--- config.mk ---
export PLATFORM = sky130hd
export DESIGN_NAME = pea_output_drain
export DESIGN_NICKNAME = d
export VERILOG_FILES = /design/src/rtl/pea_output_drain_pkg.sv /design/src/rtl/pea_output_drain_desync_watchdog.sv /design/src/rtl/pea_output_drain.sv
export SDC_FILE = /design/constraint.sdc
export NUM_CORES = 1
export LEC_CHECK = 0
export CORE_ASPECT_RATIO = 0.75
export CORE_MARGIN = 10
export CORE_UTILIZATION = 40
export DETAILED_ROUTE_END_ITERATION = 6
export GPL_TIMING_DRIVEN = 0
export PLACE_DENSITY_LB_ADDON = 0.15
export RECOVER_POWER = 25
export SYNTH_ARGS = -nofsm -noshare
export SYNTH_HDL_FRONTEND = slang
export SYNTH_SLANG_ARGS = --single-unit
--- constraint.sdc ---
create_clock -name clk -period 4.1 [get_ports clk]
set_clock_uncertainty 0.2 [all_clocks]
set_input_delay 0.41 -clock clk [delete_from_list [all_inputs] [get_ports clk]]
set_output_delay 0.41 -clock clk [all_outputs]
set_load 0.02 [all_outputs]
--- src/rtl/pea_output_drain_pkg.sv ---
// Shared definitions for the PEA output drain: FSM state encoding,
// beat-index constants and the log2 helper used for pop-count widths.
package pea_output_drain_pkg;

  // Drain FSM states
  typedef enum logic [1:0] {
    ST_IDLE = 2'd0,
    ST_POP  = 2'd1,
    ST_WAIT = 2'd2,
    ST_SEND = 2'd3
  } state_t;

  // Beat order on the output stream: result word first, high half first
  localparam logic [1:0] BEAT_RES_HI = 2'd0;
  localparam logic [1:0] BEAT_RES_LO = 2'd1;
  localparam logic [1:0] BEAT_STA_HI = 2'd2;
  localparam logic [1:0] BEAT_STA_LO = 2'd3;

  // Ceiling log2, used to size occupancy and counter buses
  function automatic int log2(input int value);
    int r;
    r = 0;
    for (int i = 0; i < 32; i++) begin
      if ((1 << i) < value) r = i + 1;
    end
    return r;
  endfunction

endpackage

--- src/rtl/pea_output_drain_desync_watchdog.sv ---
// Pairing watchdog: counts consecutive enabled cycles in which exactly one
// of the two output FIFOs holds data, and raises a sticky flag once that
// run reaches DESYNC_LIMIT. The flag only reports; it never stalls draining.
module pea_output_drain_desync_watchdog
  import pea_output_drain_pkg::*;
#(
  parameter int POP_W        = 5,
  parameter int DESYNC_LIMIT = 8
) (
  input  logic             clk,
  input  logic             rst,
  input  logic             enable,
  input  logic [POP_W-1:0] result_pop,
  input  logic [POP_W-1:0] status_pop,
  output logic             desync
);

  localparam int CNT_W = log2(DESYNC_LIMIT + 1);

  logic [CNT_W-1:0] run_cnt;
  logic             one_sided;

  assign one_sided = (|result_pop) ^ (|status_pop);

  // Run-length counter saturating at the limit, plus the sticky flag
  always_ff @(posedge clk or negedge rst) begin
    if (!rst) begin
      run_cnt <= '0;
      desync  <= 1'b0;
    end else if (enable) begin
      if (one_sided) begin
        if (run_cnt != CNT_W'(DESYNC_LIMIT)) run_cnt <= run_cnt + CNT_W'(1);
        if (run_cnt == CNT_W'(DESYNC_LIMIT - 1)) desync <= 1'b1;
      end else begin
        run_cnt <= '0;
      end
    end
  end

endmodule

--- src/rtl/pea_output_drain.sv ---
// Host-side reader for the PEA output path. Pops one word from the result
// FIFO and one from the status FIFO together, then streams the pair as four
// width-bit beats (result hi, result lo, status hi, status lo).
//
// Stream handshake: a beat transfers on a rising edge where out_valid and
// out_ready are both 1; once out_valid rises, out_data and out_valid hold
// unchanged until that transfer, and out_valid never drops without one
// (except on reset, which drops the pair in progress).
//
// FIFO read timing: the rd_en pulse is high for the whole POP cycle, the
// FIFO advances on the edge ending POP, and its read data is captured in WAIT.
module pea_output_drain
  import pea_output_drain_pkg::*;
#(
  parameter int buffer_size_out = 32,
  parameter int width           = 16,
  parameter int DESYNC_LIMIT    = 8
) (
  input  logic                               clk,
  input  logic                               rst,
  input  logic                               drain_en,
  input  logic [log2(buffer_size_out)-1:0]   result_pop,
  input  logic [log2(buffer_size_out)-1:0]   status_pop,
  input  logic [2*width-1:0]                 result_data,
  input  logic [2*width-1:0]                 status_data,
  output logic                               rd_en_result,
  output logic                               rd_en_status,
  output logic [width-1:0]                   out_data,
  output logic                               out_valid,
  input  logic                               out_ready,
  output logic [15:0]                        pair_count,
  output logic                               desync,
  output logic [1:0]                         dbg_state
);

  localparam int POP_W = log2(buffer_size_out);

  state_t             state;
  logic [4*width-1:0] shift_reg;
  logic [1:0]         beat_idx;
  logic [1:0]         next_idx;
  logic               can_start;
  logic               accept;

  assign can_start = drain_en && (|result_pop) && (|status_pop);
  assign accept    = out_valid && out_ready;
  assign next_idx  = beat_idx + 2'd1;
  assign dbg_state = state;

  // Slice one beat out of the captured pair
  function automatic logic [width-1:0] beat_word(input logic [4*width-1:0] s,
                                                 input logic [1:0] idx);
    logic [width-1:0] w;
    w = '0;
    case (idx)
      BEAT_RES_HI: w = s[4*width-1 -: width];
      BEAT_RES_LO: w = s[3*width-1 -: width];
      BEAT_STA_HI: w = s[2*width-1 -: width];
      BEAT_STA_LO: w = s[width-1:0];
      default:     w = '0;
    endcase
    return w;
  endfunction

  // Drain FSM with registered strobes, beat output and pair counter
  always_ff @(posedge clk or negedge rst) begin
    if (!rst) begin
      state        <= ST_IDLE;
      rd_en_result <= 1'b0;
      rd_en_status <= 1'b0;
      shift_reg    <= '0;
      beat_idx     <= '0;
      out_data     <= '0;
      out_valid    <= 1'b0;
      pair_count   <= '0;
    end else begin
      case (state)
        ST_IDLE: begin
          if (can_start) begin
            rd_en_result <= 1'b1;
            rd_en_status <= 1'b1;
            state        <= ST_POP;
          end
        end
        ST_POP: begin
          rd_en_result <= 1'b0;
          rd_en_status <= 1'b0;
          state        <= ST_WAIT;
        end
        ST_WAIT: begin
          shift_reg <= {result_data, status_data};
          beat_idx  <= BEAT_RES_HI;
          out_data  <= result_data[2*width-1 -: width];
          out_valid <= 1'b1;
          state     <= ST_SEND;
        end
        ST_SEND: begin
          if (accept) begin
            if (beat_idx == BEAT_STA_LO) begin
              out_valid  <= 1'b0;
              out_data   <= '0;
              pair_count <= pair_count + 16'd1;
              state      <= ST_IDLE;
            end else begin
              beat_idx <= next_idx;
              out_data <= beat_word(shift_reg, next_idx);
            end
          end
        end
        default: state <= ST_IDLE;
      endcase
    end
  end

  pea_output_drain_desync_watchdog #(
    .POP_W        (POP_W),
    .DESYNC_LIMIT (DESYNC_LIMIT)
  ) u_watchdog (
    .clk        (clk),
    .rst        (rst),
    .enable     (state == ST_IDLE),
    .result_pop (result_pop),
    .status_pop (status_pop),
    .desync     (desync)
  );

endmodule
==> out/metrics.csv, run 1 <==
metric,value,unit
outcome,"finished, violations left",
failing checks,"capacitance limit, slew limit",
CTS Sinks,119,
DRC viols,0,
DP Area,8010,sq um
Starting Density,41.3,%
Synth Instances,575,
P per Cell Area,598,nW/um^2
"Distinct cells, synth",52,
design area,8560,sq um
Top Family by Delay on Critical Path,compound AO/OA/AOI/OAI gates,
worst vdd ir,0.000426,V
postcts setup bufs,0,
worst path buffer plus inverter count,1,
"Seq/Total Area, Yosys",49.3,%
clock slew at reported path FFs,0.06,ns
slowest cell delay on critical path,0.49,ns
DR vias/cell,5.54,
critical path peak fanout,10,
switching share of power,36.4,%
switching pwr,1.86,mW
pins over their slew limit,29,
Worst Setup End Kind,flip-flop,
Final Setup Violations,0,
CP max-delay cell,a21oi_2,
Synth Warn #,0,
relative slew slack,-12.0,%
post-route ant nets,0,
I/O pin count,170,
setup_tns,0,ns
worst hold slack,0.269,ns
antenna violations before repair,0,
Antenna Cells,0,
die area,20500,sq um
HPWL after DPL,14.8,mm
pre-CTS setup slack,0.926,ns
Fillers,1255,
H-Tree Depth,4,
RSZ-0062 raised after global routing,false,
"Power, Total",5.12,mW
Clk pwr share,26.7,%
Seq pwr share,34.8,%
Die W,162,um
Post-synth EDFFs,0,
Die H,126,um
"most common cell after layout, fill and taps aside",clkdlybuf4s50_1,
Pleak,3.53,nW
Fmax,366,MHz
Total GRT Usage,18.6,%
Tightest Hold Check Type,reg -> reg,
"Cell Chain, Critical Path","clkdlybuf4s50_1, nor4_1, nand4_1, a211o_1, a21oi_2, nand2b_1, o31ai_1",
clk buf depth,2,
synthesis-to-finish area growth,41.7,%
WP data required,4.21,ns
Root Buffer,clkbuf_16,
Nets,908,
GP Congestion,0.877,
Num CTS Buffers,17,
max-cap violation count,1,
min cycle time layout,2.73,ns
largest net degree at the start of global routing,92,
Worst Path Arrival,2.84,ns
combinational power share,38.5,%
ys flop type,dfrtp_1,
number of synthesized register bits,119,
final worst-path cycle share,66.6,%
Critical Setup Path Class,in -> reg,
Placement Rows,38,
routed length per instance,19.8,um
port bufs,169,
CP startpoint kind,primary input,
Worst-Skew Late Latency,0.41,ns
Mapped Area,6040,sq um
vias in the first global route,5433,
most frequent cells in the layout,"clkdlybuf4s50_1 (168), dfrtp_1 (119), nand2_1 (64)",
Largest register FFs,48,
setup ws final,1.37,ns
global-route wire length before repair,30.3,mm
ys async rst share,100,%
via count,5416,
DR pass1 iterations,6,
aggregate global routing overflow,0,
CTS tree,built,
Post-Route WL,19.4,mm
internal power,3.25,mW
Fin. Hold Viols,0,
syn_nets,718,
Mapped Avg Cell Area,10.5,sq um
drt initial violations,471,
ratio of cells with drive above 1 in the final layout,13.0,%
core area,14600,sq um
worst slew pin tran,1.68,ns
CTS resizes,0,
[cells by family after synthesis]
group                    share of synthesized area [%]
AND/OR/NAND/NOR                                   17.0
AO/OA/AOI/OAI                                     13.7
flip-flops                                        49.3
multiplexers                                      12.7
buffers and inverters                             2.92
XOR/XNOR                                          2.17
adder cells (fa/ha/maj)                           2.28
[worst paths after layout]
path                                            start                endpoint  slack (ns)  depth (start not counted)
worst min register to register      u_watchdog.desync       u_watchdog.desync        0.27                          1
max in group asynchronous                         rst           pair_count[1]        1.78                          3
worst max register to register  u_watchdog.run_cnt[0]  u_watchdog.run_cnt[28]        1.49                          8
min in group asynchronous                         rst           shift_reg[47]        0.77                          2
worst max-delay path                   result_pop[16]  u_watchdog.run_cnt[15]        1.37                          7
worst min-delay path                u_watchdog.desync       u_watchdog.desync        0.27                          1
[layer usage]
layer,GRT usage [%],up-vias,wire length (um)
met5,0,-,0
met4,4.00,0,123
met3,5.69,12,1330
met2,28.4,224,8670
met1,25.3,2645,9240
li1,-,2535,-
[synth_stat cells (3+ instances only)]
| cell type | instances | area share (%) |
|---|---|---|
| xor2_1 | 4 | 0.58 |
| and4_1 | 4 | 0.58 |
| inv_1 | 13 | 0.81 |
| xnor2_1 | 11 | 1.6 |
| nor3_1 | 14 | 1.2 |
| a22oi_1 | 3 | 0.37 |
| nand4_1 | 9 | 0.93 |
| nor2_1 | 20 | 1.2 |
| nand2b_1 | 6 | 0.62 |
| and3_1 | 11 | 1.1 |
| a22o_1 | 15 | 2.2 |
| clkbuf_1 | 21 | 1.3 |
| a21oi_1 | 7 | 0.58 |
| a21o_1 | 4 | 0.50 |
| buf_1 | 4 | 0.25 |
| nand3_1 | 18 | 1.5 |
| nand2_1 | 64 | 4.0 |
| o211ai_1 | 3 | 0.37 |
| ha_1 | 11 | 2.3 |
| nor4_1 | 27 | 2.8 |
| o21ai_0 | 53 | 4.4 |
| o31ai_1 | 5 | 0.62 |
| or2_2 | 3 | 0.31 |
| mux2_2 | 51 | 9.5 |
| mux2i_1 | 19 | 3.1 |
| a222oi_1 | 16 | 2.7 |
| o22ai_1 | 3 | 0.31 |
| nor2b_1 | 4 | 0.41 |
| dfrtp_1 | 119 | 49 |
| or4_1 | 3 | 0.37 |
[power groups by stage]
stage	clock network, mW	registers, mW	logic (mW)
after global placement	0	1.78	1.91
after detailed placement	0	1.79	1.96
after floorplan	0	1.84	1.09
final	1.37	1.78	1.97
after global routing	1.45	1.83	2.14
after CTS	1.39	1.78	1.98
[cell type report]
type	count	area (sq um)	share of cell area [%]
plain buffers	30	124	1.45
clock buffers	17	425	4.97
repair buffers	171	1720	20.1
well taps	200	250	2.92
flip-flops and latches	119	2980	34.8
inverters	14	52.6	0.614
multi-input cells	412	2890	33.7
clock inverters	15	120	1.40
[per-stage QoR]
stage | util, % | std cells
6_report | 58.5 | 978
5_1_grt | 58.5 | 978
4_1_cts | 58.5 | 978
3_5_place_dp | 54.7 | 945
3_3_place_gp | 54.5 | 944
2_1_floorplan | - | 575
[what timing repair did]
item	CTS	global route
endpoints found under the setup margin	0	0
hold buffers	1	0
endpoints found under the hold margin	28	0
Power figures use the tool's default switching activity.
==> inputs of run 2 (changes only) <==
==> constraint.sdc (replaced) <==
create_clock -name clk -period 2.5 [get_ports clk]
set_clock_uncertainty 0.2 [all_clocks]
set_input_delay 0.25 -clock clk [delete_from_list [all_inputs] [get_ports clk]]
set_output_delay 0.25 -clock clk [all_outputs]
set_load 0.02 [all_outputs]
==> run 2 against run 1 <==
  * The flow still finishes with violations (capacitance limit, slew limit)
  * Hold slack got worse by 0.024 ns
  * Sequential power increased by 64%
  * Design area increased by 1.4%
  * Core utilization increased by 0.80 points
  * Cell count increased by 0.41%
  * Critical path type unchanged
  * Largest cell class unchanged
  * Global-route usage increased by 0.055 points
  * Clock power increased by 64%
==> out/metrics.csv, run 2 (synthesis results as in run 1) <==
metric,value,unit,change
pre-CTS setup slack,-0.514,ns,was 0.926 ns
final core occ,59.3,%,was 58.5%
Fin. Hold Viols,0,,unchanged
worst r2r path cells,8,,unchanged
design area,8680,sq um,was 8560 sq um
Placement Rows,38,,unchanged
CTS Sinks,119,,unchanged
port bufs,169,,unchanged
core area,14600,sq um,unchanged
post-route ant nets,0,,unchanged
DP Area,8010,sq um,unchanged
Largest register FFs,48,,unchanged
Die H,126,um,unchanged
Die W,162,um,unchanged
DR pass1 iterations,5,,was 6
most frequent cells in the layout,"clkdlybuf4s50_1 (168), dfrtp_1 (117), nand2_1 (63)",,"was clkdlybuf4s50_1 (168), dfrtp_1 (119), nand2_1 (64)"
Crit path depth,7,,unchanged
P per Cell Area,967,nW/um^2,was 598 nW/um^2
CP startpoint kind,primary input,,unchanged
H-Tree Depth,4,,unchanged
Root Buffer,clkbuf_16,,unchanged
vias in the first global route,5450,,was 5433
Critical Setup Path Class,in -> reg,,unchanged
WP data required,2.60,ns,was 4.21 ns
antenna violations before repair,0,,unchanged
routed length per instance,20.0,um,was 19.8 um
clk buf depth,2,,unchanged
RSZ-0062 raised after global routing,true,,was false
worst vdd ir,0.000689,V,was 0.000426 V
Worst Setup End Kind,flip-flop,,unchanged
Antenna Cells,0,,unchanged
Tightest Hold Check Type,in -> reg,,was reg -> reg
failing checks,"capacitance limit, slew limit",,unchanged
die area,20500,sq um,unchanged
relative slew slack,-12.0,%,about the same
worst path buffer plus inverter count,1,,unchanged
ratio of cells with drive above 1 in the final layout,15.3,%,was 13.0%
CP max-delay cell,clkdlybuf4s50_1,,was a21oi_2
largest net degree at the start of global routing,92,,unchanged
Pleak,3.58,nW,was 3.53 nW
Starting Density,41.3,%,unchanged
synthesis-to-finish area growth,43.6,%,was 41.7%
Final Setup Violations,0,,unchanged
Worst-Skew Late Latency,0.41,ns,about the same
Post-Route WL,19.6,mm,was 19.4 mm
"most common cell after layout, fill and taps aside",clkdlybuf4s50_1,,unchanged
setup_tns,0,ns,unchanged
critical path peak fanout,10,,unchanged
min cycle time layout,2.41,ns,
setup ws final,0.0933,ns,was 1.37 ns
CTS tree,built,,unchanged
drt initial violations,506,,was 471
final worst-path cycle share,96.3,%,
global-route wire length before repair,30.4,mm,was 30.3 mm
via count,5468,,was 5416
Total GRT Usage,18.6,%,about the same
outcome,"finished, violations left",,unchanged
"Power, Total",8.39,mW,was 5.12 mW
worst slew pin tran,1.68,ns,about the same
I/O pin count,170,,unchanged
HPWL after DPL,14.8,mm,unchanged
DR vias/cell,5.57,,was 5.54
Worst Path Arrival,2.50,ns,was 2.84 ns
Fmax,415,MHz,
max-cap violation count,1,,unchanged
slowest cell delay on critical path,0.42,ns,was 0.49 ns
GP Congestion,0.877,,unchanged
Nets,912,,was 908
Num CTS Buffers,17,,unchanged
Top Family by Delay on Critical Path,simple AND/OR/NAND/NOR gates,,was compound AO/OA/AOI/OAI gates
"Cell Chain, Critical Path","clkdlybuf4s50_1, nor4_1, and4_1, a211o_1, nand2_1, a21o_1, mux2_2",,"was clkdlybuf4s50_1, nor4_1, nand4_1, a211o_1, a21oi_2, nand2b_1, o31ai_1"
DRC viols,0,,unchanged
pins over their slew limit,29,,unchanged
Hold Crit Depth,2,,was 1
aggregate global routing overflow,0,,unchanged
clock slew at reported path FFs,0.06,ns,about the same
## run 2: what timing repair did
action	4_1_cts	5_1_grt
hold endpoints to repair	119	0
hold buffers	1	0
buffers inserted	1	5
gates resized for setup	3	22
pin swaps	0	4
endpoints found under the setup margin	7	49
## run 2: per-stage QoR
stage          hold slack [ns]  instances
6_report                 0.244        982
5_1_grt                  0.238        982
4_1_cts                 0.0854        979
3_5_place_dp           -0.0565        945
3_3_place_gp             0.265        944
2_1_floorplan           -0.246        575
## run 2: final cells by class
type / count / area (sq um)
flip-flops and latches: 119 / 2980
plain buffers: 28 / 126
fillers: 1246 / 5960
multi-input cells: 412 / 2940
inverters: 14 / 52.6
repair buffers: 177 / 1780
clock inverters: 15 / 120
well taps: 200 / 250
clock buffers: 17 / 425
## run 2: final timing paths
kind | from | end | slack [ns]
min in group asynchronous | rst | shift_reg[47] | 0.61
max reg2reg | u_watchdog.run_cnt[1] | u_watchdog.run_cnt[28] | 0.11
max in group asynchronous | rst | beat_idx[0] | 0.29
max | status_pop[1] | u_watchdog.run_cnt[0] | 0.09
min | status_data[21] | shift_reg[21] | 0.24
min reg2reg | u_watchdog.desync | u_watchdog.desync | 0.27
## run 2: power breakdown
part,switching [mW],internal [mW]
clock network,0.956,1.28
registers,0.391,2.53
logic,1.70,1.53
total,3.05,5.34
## run 2: per-layer routing
layer  up-vias  part of all wire, %  GRT usage, %
li1       2543                    -             -
met1      2671                   47          25.4
met2       246                   45          28.5
met3         8                  7.2          5.69
met4         0                 0.54          4.11
met5         -                    0             0
